File: config.mk
export PLATFORM = sky130hd
export DESIGN_NAME = reg_pipe
export DESIGN_NICKNAME = d
export VERILOG_FILES = /design/src/rtl/reg_pipe.sv
export SDC_FILE = /design/constraint.sdc
export NUM_CORES = 1
export LEC_CHECK = 0
export BUFFER_PORTS_ARGS = -buffer_cell sky130_fd_sc_hd__buf_2
export CORE_AREA = 10 10 76 62
export CTS_CLUSTER_SIZE = 16
export DETAILED_ROUTE_END_ITERATION = 6
export DIE_AREA = 0 0 86 72
export HOLD_SLACK_MARGIN = 0.1
export PLACE_DENSITY = 0.73
export REMOVE_ABC_BUFFERS = 1
export SLEW_MARGIN = 20
export SYNTH_ARGS = -nofsm -noshare
export SYNTH_HDL_FRONTEND = slang
export SYNTH_SLANG_ARGS = --single-unit
File: constraint.sdc
create_clock -name clk -period 3.95 [get_ports clk]
set_input_delay 0 -clock clk [delete_from_list [all_inputs] [get_ports clk]]
set_output_delay 0 -clock clk [all_outputs]
set_load 0.02 [all_outputs]
File: src/rtl/reg_pipe.sv
// Elastic WIDTH x DEPTH register pipeline with valid/ready handshake,
// bubble collapsing, synchronous flush and occupancy count.
module reg_pipe #(
  parameter int               WIDTH   = 8,
  parameter int               DEPTH   = 4,
  parameter logic [WIDTH-1:0] RST_VAL = '0,
  localparam int              OCC_W   = $clog2(DEPTH+1)
) (
  input  logic             clk,
  input  logic             rst,
  input  logic             in_valid,
  output logic             in_ready,
  input  logic [WIDTH-1:0] in_data,
  output logic             out_valid,
  input  logic             out_ready,
  output logic [WIDTH-1:0] out_data,
  input  logic             flush,
  output logic [OCC_W-1:0] occupancy
);

  logic [WIDTH-1:0] d [DEPTH];
  logic [DEPTH-1:0] v;
  logic [DEPTH-1:0] move;
  logic [DEPTH-1:0] ld;
  logic             down_go;

  // Ready ripples from the consumer back to stage 0; a stage may move when
  // the stage below is empty or is itself moving this cycle.
  always_comb begin
    move    = '0;
    down_go = out_ready & ~flush;
    for (int i = DEPTH-1; i >= 0; i--) begin
      move[i] = v[i] & down_go;
      down_go = ~v[i] | move[i];
    end
  end

  assign in_ready = down_go & ~flush;

  // Loads are suppressed during flush so data registers keep their contents.
  always_comb begin
    ld    = '0;
    ld[0] = in_valid & in_ready;
    for (int i = 1; i < DEPTH; i++) begin
      ld[i] = move[i-1] & ~flush;
    end
  end

  always_ff @(posedge clk or negedge rst) begin
    if (!rst) begin
      v <= '0;
      for (int i = 0; i < DEPTH; i++) begin
        d[i] <= RST_VAL;
      end
    end else if (flush) begin
      v <= '0;
    end else begin
      v <= ld | (v & ~move);
      if (ld[0]) d[0] <= in_data;
      for (int i = 1; i < DEPTH; i++) begin
        if (ld[i]) d[i] <= d[i-1];
      end
    end
  end

  always_comb begin
    occupancy = '0;
    for (int i = 0; i < DEPTH; i++) begin
      occupancy = occupancy + OCC_W'(v[i]);
    end
  end

  assign out_valid = v[DEPTH-1];
  assign out_data  = d[DEPTH-1];

endmodule

Word-level counts from Yosys, hierarchy flattened --
Cells that the tools add are included.
Word-level totals: bits in registers 36, latch bits 0, RAM bits 0, ROM bits 0, bits of input ports 13, output and inout port bits 13, memories kept 0
Operators by class: add/subtract/negate cells 3, $mul 0, divide/modulo/power cells 0, order comparisons 0, equal/unequal tests 0, shift operators 0, muxes and demuxes 1, bitwise gates (word level) 22, reduce and logical (&&, ||, !) cells 4
Operators with widths (number):
- 1-bit bitwise AND | 10
- 2-bit AND reduction | 4
- 1-bit inverter | 5
- 4-bit bitwise AND | 1
- 4-bit 2-to-1 mux | 1
- 4-bit inverter | 1
- 1-bit OR | 4
- 4-bit OR | 1
- 2-bit by 1-bit adder with 3-bit output | 1
- 3-bit by 1-bit adder with 3-bit output | 1
- 1-bit by 1-bit adder with 2-bit output | 1

Depth between registers and ports, before layout --
word-level depth 14, depth in mapped cells 5, mapped depth without buffers 5

Worst setup path after synthesis --
Ideal clock, no wire load.
kind register to register, from register v[3], to register d[16] in the netlist's numbering, library setup time 125 ps, arrival time 1526 ps, data required time 3825 ps, path slack 2299 ps, cell stages (with the launch flop) 6, clock period less this slack 1651 ps, cells stage by stage dfrtp_1 -> and4b_1 -> buf_6 -> or3_1 -> buf_6 -> mux2_4
Between the ends: longest elaborated chain between the ends 9, elaborated cells on any way between the ends 10, those cells by class bitwise (9); reduce/logical (1)
RTL lines:
- start, declared | line 22 | logic [DEPTH-1:0] v;
- start signal, assigned | line 58 | v <= ld | (v & ~move);
- 1-bit bitwise AND or 1-bit inverter (tied branches) | line 33, 34
- 1-bit OR * | line 34 | down_go = ~v[i] | move[i];
- 1-bit bitwise AND * | line 33 | move[i] = v[i] & down_go;
- 1-bit OR * | line 34
- 1-bit bitwise AND * | line 33
- 1-bit OR * | line 34
- 1-bit bitwise AND * | line 33
- 1-bit bitwise AND * | line 45 | ld[i] = move[i-1] & ~flush;
- 2-bit AND reduction (no source line) *
- end signal, assigned by index | line 61 | if (ld[i]) d[i] <= d[i-1];
- end, declared | line 21 | logic [WIDTH-1:0] d [DEPTH];
Every way passes the cells marked *; elsewhere a longest branch is shown, timed or not. A chain may end at the register's enable or synchronous reset.

Final worst setup path --
from register v[0], to output occupancy[1]
Between the ends: longest elaborated chain between the ends 3
RTL lines:
- 1-bit by 1-bit adder with 2-bit output | line 69 | occupancy = occupancy + OCC_W'(v[i]);
- 2-bit by 1-bit adder with 3-bit output | line 69
- 3-bit by 1-bit adder with 3-bit output | line 69
- end, declared | line 18 | output logic [OCC_W-1:0] occupancy
Every way passes these cells.

==> flow_metrics.py <==
metrics = {
    "outcome": {
        "status": "complete, no violations",
    },
    "sta": {
        "finalHoldViolations": 0,
        "max-slew-margin-rel": 0.494,
        "finalSetupViolations": 0,
        "period_needed_ns": 1.92,
        "slew_viol_final": 0,
        "tightest_slew_ns": 0.759,
        "fmax_mhz": 520,
        "rsz0062_at_grt": "no",
        "holdWs_ns": 0.339,
        "finalSetupTns_ns": 0,
        "period_share": 0.487,
        "skew_ns": 0.00143,
    },
    "finish": {
        "area_growth_pct": 19.8,
        "multi_input_area_um2": 529,
        "final_common_cell": "dfrtp_1",
        "drive_above_1_share": 0.482,
        "antenna_cells": 0,
        "layout_common_cells": "36 x dfrtp_1, 25 x buf_2, 24 x mux2_2, 13 x dlygate4sd3_1, 8 x mux2_4",
        "final_nets": 153,
        "seqCellArea_um2": 901,
        "fill_cells": 263,
    },
    "global_route": {
        "grt_pass1_vias": 890,
        "grt_pass1_wl_um": 4320,
        "grt_max_degree": 37,
        "grtUsageTotal": 0.0873,
        "antenna_found_initial": 0,
        "grt_overflow": 0,
    },
    "clock_tree": {
        "cts_root_buf": "clkbuf_8",
        "cts_resized": 0,
        "clk_pin_slew_ns": 0.06,
        "postCtsHoldBufs": 13,
        "numCtsBuffers": 5,
        "cts_tree": "yes",
        "clk_latency_ns": 0.28,
        "htreeDepth": 2,
        "postCtsSetupBuffers": 0,
        "clock_path_buffers": 2,
        "cts_sinks": 36,
    },
    "logic_synthesis": {
        "netlist_area_mm2": 0.00155,
        "synth_cell_types": 19,
        "synth_top_cell_area_share": 0.583,
        "synth_cells": 105,
        "seq_area_frac_synth": 0.583,
        "syn_avg_cell_area_um2": 14.7,
        "synth_seq_cells": 36,
        "synth.area.top_cells": "dfrtp_1 58%, mux2_2 17%, mux2_4 7.8%",
        "yosys.area.top_type": "dfrtp_1",
        "synth_warnings": 0,
    },
    "route": {
        "drt_iter0_drc": 24,
        "wirelength_um": 2520,
        "vias_per_cell": 4.71,
        "drt-wirelength-per-cell_um": 14.2,
        "vias": 834,
        "route.detailed.drc": 0,
        "first_pass_iters": 2,
        "ant_nets": 0,
    },
    "die": {
        "rows": 18,
        "start_util": 0.480,
        "dieArea_mm2": 0.00619,
        "die_h_um": 72,
        "coreArea_mm2": 0.00322,
        "die_w_um": 86,
        "io_pins": 26,
    },
    "power": {
        "finalPower_mw": 1.01,
        "ir_drop_mv": 0.185,
        "power.density_mw_per_mm2": 548,
        "p_leak_nw": 0.923,
    },
    "worst_setup_path": {
        "crit_type": "reg2out",
        "crit_path_max_fanout": 5,
        "worstPathRequired_ns": 3.95,
        "crit_path_start_kind": "register",
        "end_kind": "output port",
        "arrival_ns": 1.92,
    },
    "run": {
        "drv_cap": 0,
    },
    "placement": {
        "routabilityCongestion": 0.696,
        "io_buffer_count": 25,
        "dp_hpwl_um": 1850,
    },
    "hold_path": {
        "min_path_type": "in2async",
    },
}
## worst paths after layout
path	slack, ns	endpoint	from	cells after the start
setup / recovery	2.03	occupancy[1]	v[0]	6
hold / removal	0.34	v[1]	rst	2
setup reg to reg	2.22	d[20]	v[2]	3
hold reg to reg	0.50	out_data[4]	out_data[4]	1
max in group asynchronous	3.13	out_data[1]	rst	2
min in group clk	0.49	d[30]	in_data[6]	3
## state kept, by name (all words and copies together) (netlist names)
name,cells
v,4
d,24
out_data,8
## metal layers
layer,vias up,wire length [µm],GRT usage
met3,7,116,0.0279
met5,-,0,0
li1,411,-,-
met2,18,1190,0.136
met4,0,61,0.0547
met1,398,1150,0.102
## cells by family (layout without fill, tap and decap cells)
kind of cell / after synthesis / after routing / synth area share
flip-flops: 36 / 36 / 0.583
multiplexers: 32 / 32 / 0.253
buffers and inverters: 18 / 50 / 0.0745
AND/OR/NAND/NOR: 11 / 11 / 0.0389
AO/OA/AOI/OAI: 5 / 5 / 0.0219
adder cells (fa/ha/maj): 3 / 3 / 0.0291
## metrics by stage
step	cell area [µm²]	utilization	setup slack [ns]	std cells
final	1850	0.575	2.03	177
after detailed placement	1620	0.504	2.23	157
after global routing	1850	0.575	1.93	177
after CTS	1850	0.575	2.01	177
after global placement	1620	0.504	2.29	157
after floorplan	1450	-	2.28	92
## power breakdown
group / leakage, nW / internal [mW] / switching (mW)
sequential: 0.445 / 0.470 / 0.0527
combinational: 0.428 / 0.125 / 0.0959
clock: 0.0503 / 0.155 / 0.115
total: 0.923 / 0.750 / 0.264
## final cells by class
type	count	area share
clock buffers	7	0.0521
well taps	40	0.0270
repair buffers	38	0.138
flip-flops and latches	36	0.487
multi-input cells	51	0.286
inverters	5	0.0101
## worst max-delay path: stages, from the launching register on
cell     delay, ns
dfrtp_1       0.42
inv_1         0.10
fa_1          0.50
inv_1         0.04
ha_1          0.17
ha_1          0.26
buf_2         0.16
## synthesized netlist by cell type (all sizes together)
library cell  count
or3               1
inv               5
buf              12
clkbuf            1
nor2              6
or3b              1
ha                2
mux2             32
a211o             1
nand2b            1
and4b             1
nor2b             1
fa                1
dfrtp            36
a21oi             4
Note: power is estimated with default switching activity, not from simulation.
